## config.mk

```make
export PLATFORM = sky130hd
export DESIGN_NAME = shift_add_mul_ctrl
export DESIGN_NICKNAME = d
export VERILOG_FILES = /design/src/rtl/shift_add_mul_ctrl.sv
export SDC_FILE = /design/constraint.sdc
export NUM_CORES = 1
export LEC_CHECK = 0
export BUFFER_PORTS_ARGS = -buffer_cell sky130_fd_sc_hd__buf_2
export CORE_MARGIN = 5
export CORE_UTILIZATION = 40
export CTS_CLUSTER_DIAMETER = 30
export CTS_CLUSTER_SIZE = 28
export DETAILED_ROUTE_END_ITERATION = 16
export REMOVE_ABC_BUFFERS = 1
export SLEW_MARGIN = 20
export SYNTH_ARGS = -nofsm -noshare
export SYNTH_HDL_FRONTEND = slang
export SYNTH_SLANG_ARGS = --single-unit
```

## constraint.sdc

```tcl
create_clock -name clk -period 2.2 [get_ports clk]
set_input_delay 0.11 -clock clk [delete_from_list [all_inputs] [get_ports clk]]
set_output_delay 0.11 -clock clk [all_outputs]
set_load 0.03 [all_outputs]
```

## src/rtl/shift_add_mul_ctrl.sv

```systemverilog
// shift_add_mul_ctrl: sequential shift-add multiplier (control FSM + C/A/Q/M datapath)
// Ports:
//   clk, rst_n        clock (rising edge), asynchronous active-low reset
//   start, a, b       multiply request and operands, accepted only in IDLE
//   k                 terminal flag from the external iteration counter (count == WIDTH-1)
//   cnt_load          one-cycle counter load pulse, issued in LOAD
//   busy              high in LOAD and all ITER cycles
//   done, product     one-cycle strobe with the 2*WIDTH-bit result, held until next result
// Option: define SHIFT_ADD_MUL_SIGNED_EN for two's complement operands and result.
module shift_add_mul_ctrl #(
    parameter int WIDTH = 8
) (
    input  logic               clk,
    input  logic               rst_n,
    input  logic               start,
    input  logic [WIDTH-1:0]   a,
    input  logic [WIDTH-1:0]   b,
    input  logic               k,
    output logic               cnt_load,
    output logic               busy,
    output logic               done,
    output logic [2*WIDTH-1:0] product
);
    typedef enum logic [1:0] {S_IDLE, S_LOAD, S_ITER, S_DONE} state_t;
    state_t state, state_nx;
    logic [WIDTH-1:0]   m_r, a_r, q_r, m_in, q_in;
    logic               c_r;
    logic [WIDTH:0]     sum;
    logic [2*WIDTH-1:0] res, prod_nx;
    logic               accept;
    assign accept = state == S_IDLE && start;
    // sum carry lands in A's MSB and the sum LSB shifts into Q's MSB
    assign sum = {c_r, a_r} + {1'b0, q_r[0] ? m_r : {WIDTH{1'b0}}};
    assign res = {sum, q_r[WIDTH-1:1]};
`ifdef SHIFT_ADD_MUL_SIGNED_EN
    logic neg;
    assign m_in    = a[WIDTH-1] ? -a : a;
    assign q_in    = b[WIDTH-1] ? -b : b;
    assign prod_nx = neg ? -res : res;
    always_ff @(posedge clk or negedge rst_n)
        if (!rst_n)
            neg <= 1'b0;
        else if (accept)
            neg <= a[WIDTH-1] ^ b[WIDTH-1];
`else
    assign m_in    = a;
    assign q_in    = b;
    assign prod_nx = res;
`endif
    always_ff @(posedge clk or negedge rst_n)
        if (!rst_n)
            state <= S_IDLE;
        else
            state <= state_nx;
    always_comb begin
        state_nx = state == S_IDLE ? (start ? S_LOAD : S_IDLE) :
                   state == S_LOAD ? S_ITER :
                   state == S_ITER ? (k ? S_DONE : S_ITER) : S_IDLE;
    end
    always_comb begin
        cnt_load = state == S_LOAD;
        busy     = state == S_LOAD || state == S_ITER;
        done     = state == S_DONE;
    end
    // product is loaded on the last ITER edge so it is already valid while done is high
    always_ff @(posedge clk or negedge rst_n)
        if (!rst_n) begin
            m_r     <= '0;
            a_r     <= '0;
            q_r     <= '0;
            c_r     <= 1'b0;
            product <= '0;
        end else if (accept) begin
            m_r <= m_in;
            q_r <= q_in;
            a_r <= '0;
            c_r <= 1'b0;
        end else if (state == S_ITER) begin
            c_r        <= 1'b0;
            {a_r, q_r} <= res;
            if (k)
                product <= prod_nx;
        end
endmodule

```

==> flow_metrics.env, run 1 <==
export IMPL_arrival_ps=2200
export IMPL_cp_slowest_cell="fa_1"
export IMPL_yosysSeqAreaShare=0.493
export IMPL_power_mw=3.62
export IMPL_r2r_slack_ps=190
export IMPL_min_period_ps=2010
export IMPL_overflow=0
export IMPL_wl_um=4690
export IMPL_path_cells="and2_1 -> ha_1 -> fa_1 -> a21oi_1 -> o21ai_0 -> a211oi_1 -> o31ai_1"
export IMPL_synth_area_top_cells="dfrtp_1 49%, nand2_1 13%, ha_1 7.0%, mux2i_1 4.7%, o21ai_0 3.8%"
export IMPL_wire_per_inst_um=13.3
export IMPL_start_kind="flop"
export IMPL_maxCapViolations=0
export IMPL_clk_latency_ps=310
export IMPL_dp_cells=331
export IMPL_first_pass_iters=4
export IMPL_antenna_found_initial=0
export IMPL_hp_class="in2reg"
export IMPL_core_area_um2=5140
export IMPL_vdd_drop_max_v=0.000623
export IMPL_fill_cells=518
export IMPL_yosys_area_top_type="dfrtp_1"
export IMPL_clkSinkCount=42
export IMPL_dieWidth_um=83.0
export IMPL_cts_setup_buffers=0
export IMPL_ant_nets=0
export IMPL_finalHoldViolations=0
export IMPL_p_leak_nw=1.34
export IMPL_synth_ff_type="dfrtp_1"
export IMPL_worst_slack_ps=186
export IMPL_grt_usage=0.145
export IMPL_io_buffers=38
export IMPL_place_area_um2=2410
export IMPL_setup_violations=0
export IMPL_r2r_start="q_r[0]"
export IMPL_reg2reg_to="product[13]"
export IMPL_synth_avg_cell_area_um2=9.51
export IMPL_synth_edf_count=0
export IMPL_n_antenna_cell=0
export IMPL_drcViolationCount=0
export IMPL_post_place_ws_ps=166
export IMPL_cts_root_buf="clkbuf_8"
export IMPL_rsz0062_at_grt="no"
export IMPL_finClkSkew_ps=7.67
export IMPL_crit_buf_inv=0
export IMPL_path_max_fanout=4
export IMPL_max_freq_mhz=496
export IMPL_cts_made_buffers=5
export IMPL_final_util=0.513
export IMPL_worst_slew_pin_slew_ps=930
export IMPL_timing_hold_ws_ps=15.1
export IMPL_fin_tns_setup_ps=0
export IMPL_row_count=26
export IMPL_clockBufferDepth=2
export IMPL_cts_max_level=2
export IMPL_fin_crit_sh=0.916
export IMPL_vias=1694
export IMPL_synth_warnings=0
export IMPL_worstHoldStart="a[6]"
export IMPL_crit_family="compound AO/OA/AOI/OAI gates"
export IMPL_r2r_cells=7
export IMPL_hold_depth=3
export IMPL_hold_end="m_r[6]"
export IMPL_die_area_um2=6890
export IMPL_grt_pass1_vias=1744
export IMPL_grt_pass1_wl_um=8190
export IMPL_grt_max_degree=43
export IMPL_worstPathRequired_ps=2380
export IMPL_ys_types=33
export IMPL_initial_core_util=0.415
export IMPL_dp_hpwl_um=3260
export IMPL_yosysMostFrequentCell="nand2_1"
export IMPL_ff_latch_area_um2=1050
export IMPL_synthesis_area_um2=2130
export IMPL_netlist_instances=224
export IMPL_critical_path_class="reg2reg"
export IMPL_slowest_delay_ps=420
export IMPL_maxSlewViolCount=0
export IMPL_yosysTopAreaCellShare=0.493
export IMPL_cts_tree="yes"
export IMPL_power_density_nw_per_um2=1370
export IMPL_synthArstFlopShare=1.00
export IMPL_num_nets_final=314
export IMPL_place_congestion=0.838
export IMPL_die_h_um=83.0
export IMPL_status="finished clean"
export IMPL_multi_input_area_um2=1010
export IMPL_synthTopCellsByCount="74 x nand2_1, 42 x dfrtp_1, 16 x o21ai_0"
export IMPL_end_kind="flop"
export IMPL_slew_headroom=0.380
export IMPL_ios=39
export IMPL_final_cells=352
export IMPL_first_iter_violations=38
export IMPL_path_clk_slew_ps=90
export IMPL_vias_per_cell=4.81
export IMPL_ys_ff_latch=42
export IMPL_final_area_um2=2640
export IMPL_area_growth_pct=23.8
export IMPL_cts_resized=0
export IMPL_drive_gt1_frac=0.216
[worst max path at each step]
stage                        start           to  slack, ps  cells after the start
after floorplan           state[0]  product[12]        -30                      5
after global placement      q_r[0]  product[13]        200                      7
after detailed placement    q_r[0]       a_r[5]        170                      7
after CTS                   q_r[0]  product[13]        160                      7
after global routing        q_r[0]       a_r[5]         30                      7
final                       q_r[0]  product[13]        190                      7
[flip-flops by register name, summed over array words and instances, names as in the netlist]
name / flops
product: 16
m_r: 8
state: 2
a_r: 8
q_r: 8
[layout by cell type (no fill, tap or decap), types with 2 or more instances in the layout]
cell type and instances:
ha_1 12, mux2i_1 10, clkbuf_8 5, dlygate4sd3_1 13, nand2_1 74, a21oi_1 7
buf_4 9, a211oi_1 2, inv_1 3, nand4_1 2, and2_1 9, nand3_1 6
and4b_1 2, a21o_2 2, o21ai_0 16, dfrtp_1 42, buf_2 38, nor2_1 4
a211o_1 3, o31ai_1 4, nand3b_1 3
[repair_timing]
| item | in CTS | in global routing |
|---|---|---|
| hold buffers | 12 | 1 |
| endpoints found under the hold margin | 53 | 1 |
| setup endpoints to repair | 0 | 0 |
[worst min-delay path, stage by stage]
cell,delay [ps]
buf_2,90
nand2_1,50
nand2_1,50
[power by group]
group	internal, mW	total [mW]	switching (mW)
registers	1.10	1.30	0.196
logic	0.692	1.79	1.10
clock network	0.229	0.530	0.301
[area by class of cell]
type | count | share of cell area
multi-input combinational | 169 | 0.382
inverter | 3 | 0.00427
clock buffer | 5 | 0.0261
sequential | 42 | 0.398
tap | 70 | 0.0332
timing repair buffer | 60 | 0.147
clock inverter | 3 | 0.00948
[routing by layer]
metal,GRT usage,wire length [um],vias up
met5,0,0,-
met2,0.228,2080,32
met4,0.0594,76,0
met3,0.0356,195,8
li1,-,-,875
met1,0.191,2340,779
[cell families (layout without fill, tap and decap cells)]
kind of cell,count (synthesis),count (layout),share of synthesized area
simple gates,104,104,0.217
flops,42,42,0.493
compound gates,40,40,0.120
fa+ha+maj,13,13,0.0799
buf+inv,13,71,0.0341
mux,10,10,0.0470
xor+xnor,2,2,0.00822
Power figures use the tool's default switching activity.
==> run 2: changes to the inputs <==
CORE_UTILIZATION = 55   (was 40)
PLACE_DENSITY = 0.79   (was default)
SKIP_CTS_REPAIR_TIMING = 1   (was default)
==> run 2 against run 1 <==
The flow now finishes with violations (negative hold slack). Non-clock buffer count down 15. First-iteration DRC count increased by 120%. Worst hold slack lost 81 ps. Total power decreased by 1.7%. Utilization up 15 points. Sequential power hardly changed. Die area shrank 24%. Global-route usage increased by 2.6 points. Largest power group unchanged. Highest routed layer unchanged.
==> flow_metrics.env, run 2 (synthesis results as in run 1) <==
export IMPL_cts_tree="yes"
export IMPL_die_area_um2=5220
export IMPL_clockBufferDepth=2
export IMPL_maxCapViolations=0
export IMPL_hp_class="in2async"
export IMPL_wire_per_inst_um=13.3
export IMPL_fill_cells=309
export IMPL_io_buffers=38
export IMPL_dieWidth_um=72.2
export IMPL_wl_met2_um=2070
export IMPL_fin_crit_sh=0.935
export IMPL_worstPathRequired_ps=2370
export IMPL_die_h_um=72.2
export IMPL_cts_max_level=2
export IMPL_row_count=22
export IMPL_cts_made_buffers=5
export IMPL_first_iter_violations=83
export IMPL_grt_pass1_wl_um=6960
export IMPL_arrival_ps=2230
export IMPL_slew_headroom=0.417
export IMPL_num_nets_final=299
export IMPL_wl_met1_um=1870
export IMPL_area_growth_pct=15.6
export IMPL_overflow=0
export IMPL_rsz0062_at_grt="no"
export IMPL_vias_per_cell=5.32
export IMPL_highest_layer="met4"
export IMPL_clk_latency_ps=290
export IMPL_vias=1675
export IMPL_path_clk_slew_ps=80
export IMPL_place_congestion=0.937
export IMPL_core_area_um2=3720
export IMPL_maxSlewViolCount=0
export IMPL_path_max_fanout=3
export IMPL_setup_violations=0
export IMPL_met3_length_um=173
export IMPL_vdd_drop_max_v=0.000964
export IMPL_max_freq_mhz=486
export IMPL_status="finished with violations"
export IMPL_finalHoldViolations=42
export IMPL_top_register="product"
export IMPL_end_kind="flop"
export IMPL_grt_max_degree=43
export IMPL_drive_gt1_frac=0.217
export IMPL_ios=39
export IMPL_antenna_found_initial=0
export IMPL_path_cells="and2_1 -> ha_1 -> fa_1 -> a21oi_1 -> o21ai_0 -> a211oi_1 -> o31ai_1"
export IMPL_crit_family="compound AO/OA/AOI/OAI gates"
export IMPL_slowest_delay_ps=430
export IMPL_min_period_ps=2060
export IMPL_power_density_nw_per_um2=1450
export IMPL_drcViolationCount=0
export IMPL_critical_path_class="reg2reg"
export IMPL_largest_reg_flops=16
export IMPL_finClkSkew_ps=5.89
export IMPL_worst_slew_pin_slew_ps=874
export IMPL_final_util=0.663
export IMPL_fin_tns_setup_ps=0
export IMPL_clkSinkCount=42
export IMPL_grt_usage=0.171
export IMPL_crit_buf_inv=0
export IMPL_p_leak_nw=1.28
export IMPL_grt_pass1_vias=1573
export IMPL_first_pass_iters=4
export IMPL_start_kind="flop"
export IMPL_cp_slowest_cell="fa_1"
export IMPL_ant_nets=0
export IMPL_violations="negative hold slack"
export IMPL_final_common_cell="nand2_1"
export IMPL_n_antenna_cell=0
export IMPL_layout_common_cells="74 x nand2_1, 42 x dfrtp_1, 38 x buf_2"
export IMPL_wl_um=4200
export IMPL_initial_core_util=0.573
export IMPL_dp_hpwl_um=3100
export IMPL_cts_root_buf="clkbuf_8"
export IMPL_timing_hold_ws_ps=-65.8
[run 2: cell types whose count changed in the layout (fill, tap and decap cells not counted), sizes merged]
cell	before	now
dlygate4sd3	13	0
clkbuf	5	7
inv	4	3
buf	47	45
clkinvlp	1	0
[run 2: path summary, 6_finish.rpt]
kind | cells after the start | start | slack (ps) | to
setup / recovery | 7 | m_r[0] | 140 | a_r[5]
hold / removal | 1 | rst_n | -70 | a_r[4]
setup reg to reg | 7 | m_r[0] | 140 | a_r[5]
hold reg to reg | 2 | m_r[7] | 470 | m_r[7]
max in group asynchronous | 1 | rst_n | 1720 | m_r[6]
min in group clk | 3 | a[5] | 10 | m_r[5]
[run 2: final cells by class]
type	instances	area [um2]	area share
sequential	42	1050	0.427
multi-input combinational	169	1010	0.409
inverter	3	11.3	0.00457
clock inverter	1	5.00	0.00203
timing repair buffer	45	243	0.0985
tap	48	60.1	0.0244
clock buffer	7	86.3	0.0350
[run 2: metrics by stage]
| step | instances | instance area, um2 | total power [mW] | setup slack [ps] |
|---|---|---|---|---|
| after detailed placement | 307 | 2370 | 3.09 | 167 |
| after global placement | 307 | 2370 | 3.02 | 230 |
| after CTS | 315 | 2460 | 3.60 | 144 |
| after floorplan | 214 | 2070 | 2.57 | -26.7 |
| final | 315 | 2460 | 3.56 | 143 |
| after global routing | 315 | 2460 | 3.84 | 11.4 |
[run 2: power by group]
group	switching [mW]	internal [mW]	total (mW)
Combinational	1.10	0.659	1.76
Sequential	0.195	1.11	1.30
Clock	0.248	0.253	0.501
[run 2: metal layers]
| layer | vias up | track usage |
|---|---|---|
| li1 | 846 | - |
| met1 | 778 | 0.220 |
| met2 | 41 | 0.275 |
| met3 | 10 | 0.0332 |
| met4 | 0 | 0.0856 |
| met5 | - | 0 |
==> run 3: changes to the inputs <==
CORE_MARGIN = 10   (was 5)
REMOVE_ABC_BUFFERS = default   (was 1)
==> run 3 against run 2 <==
The flow still finishes with violations (negative hold slack). Clock power rose by 20%. Cell count fell by 0.32%. Worst setup slack got worse by 45 ps. Clock-buffer cell count fell by 1. Via count barely moved. First-iteration DRC count rose by 65%. Flip-flop and latch count did not move. Utilization rose by 0.64 points. Critical path type unchanged.
==> flow_metrics.env, run 3 (synthesis results as in run 1) <==
export IMPL_area_growth_pct=16.7
export IMPL_reg2reg_to="product[13]"
export IMPL_rsz0062_at_grt="no"
export IMPL_end_kind="flop"
export IMPL_max_freq_mhz=476
export IMPL_p_leak_nw=1.28
export IMPL_critical_path_class="reg2reg"
export IMPL_min_period_ps=2100
export IMPL_top_register="product"
export IMPL_dp_hpwl_um=3430
export IMPL_die_h_um=82.2
export IMPL_vias_per_cell=5.34
export IMPL_clockBufferDepth=2
export IMPL_maxCapViolations=0
export IMPL_cts_max_level=2
export IMPL_grt_max_degree=43
export IMPL_r2r_cells=7
export IMPL_status="finished with violations"
export IMPL_power_density_nw_per_um2=1490
export IMPL_finalHoldViolations=42
export IMPL_worst_slew_pin_slew_ps=896
export IMPL_io_buffers=38
export IMPL_dieWidth_um=82.2
export IMPL_slew_headroom=0.403
export IMPL_wire_per_inst_um=15.1
export IMPL_fin_crit_sh=0.956
export IMPL_place_congestion=0.815
export IMPL_layout_common_cells="74 x nand2_1, 41 x dfrtp_1, 38 x buf_2"
export IMPL_fill_cells=327
export IMPL_ant_nets=0
export IMPL_path_clk_slew_ps=80
export IMPL_cts_root_buf="clkbuf_8"
export IMPL_vias=1676
export IMPL_drive_gt1_frac=0.222
export IMPL_vdd_drop_max_v=0.000872
export IMPL_drcViolationCount=0
export IMPL_row_count=22
export IMPL_num_nets_final=298
export IMPL_overflow=0
export IMPL_maxSlewViolCount=0
export IMPL_grt_pass1_wl_um=7580
export IMPL_path_max_fanout=9
export IMPL_finClkSkew_ps=7.71
export IMPL_violations="negative hold slack"
export IMPL_start_kind="flop"
export IMPL_grt_usage=0.145
export IMPL_hp_class="in2async"
export IMPL_syn_num_nets=257
export IMPL_r2r_start="q_r[0]"
export IMPL_timing_hold_ws_ps=-63.2
export IMPL_first_iter_violations=137
export IMPL_clkSinkCount=42
export IMPL_final_util=0.669
export IMPL_arrival_ps=2260
export IMPL_fin_tns_setup_ps=0
export IMPL_worstPathRequired_ps=2360
export IMPL_clk_latency_ps=300
export IMPL_antenna_found_initial=0
export IMPL_cts_made_buffers=5
export IMPL_die_area_um2=6760
export IMPL_final_common_cell="nand2_1"
export IMPL_r2r_slack_ps=100
export IMPL_ios=39
export IMPL_cts_tree="yes"
export IMPL_initial_core_util=0.573
export IMPL_wl_um=4730
export IMPL_grt_pass1_vias=1603
export IMPL_n_antenna_cell=0
export IMPL_largest_reg_flops=16
export IMPL_first_pass_iters=4
export IMPL_core_area_um2=3720
export IMPL_setup_violations=0
==> run 3: report_power, final <==
group | internal [mW] | leakage, nW | switching [mW] | total, mW
Combinational | 0.650 | 0.694 | 1.14 | 1.79
Sequential | 1.11 | 0.532 | 0.208 | 1.32
Clock | 0.338 | 0.0514 | 0.261 | 0.599
==> run 3: worst max-delay path by stage <==
stage | end | slack (ps) | from
final | product[13] | 100 | q_r[0]
after global routing | product[11] | 3 | q_r[0]
after CTS | product[13] | 30 | q_r[0]
after detailed placement | product[13] | 100 | q_r[0]
after global placement | product[13] | 170 | q_r[0]
after floorplan | a_r[5] | 270 | q_r[0]
==> run 3: final cells by class <==
cell class,count,area (um2),share of cell area
flip-flops and latches,42,1050,0.423
inverters,3,11.3,0.00453
well taps,48,60.1,0.0241
clock buffers,6,72.6,0.0292
multi-input cells,169,1020,0.408
clock inverters,2,37.5,0.0151
repair buffers,44,238,0.0956
==> run 3: worst max-delay path: stages, from the launching register on <==
cell and delay [ps]:
dfrtp_2 460, and2_1 160, ha_1 210, fa_1 450
a21oi_2 180, o21ai_0 120, a211oi_2 280, o31ai_1 110
==> run 3: metrics by stage <==
| stage | hold slack (ps) | area (um2) | total power [mW] | instances | worst slack [ps] |
|---|---|---|---|---|---|
| finish | -63.2 | 2490 | 3.71 | 314 | 97.9 |
| CTS | -19.2 | 2470 | 3.71 | 313 | 29.8 |
| floorplan | -186 | 2130 | 2.64 | 224 | 272 |
| global placement | 291 | 2360 | 3.02 | 305 | 168 |
| global route | 6.37 | 2490 | 3.99 | 314 | 2.63 |
| detailed placement | 299 | 2360 | 3.09 | 305 | 96.1 |
==> run 3: per-layer routing <==
layer	part of all wire	global-route usage
met1	0.47	0.195
met2	0.46	0.213
met3	0.054	0.0421
met4	0.020	0.0561
met5	0	0
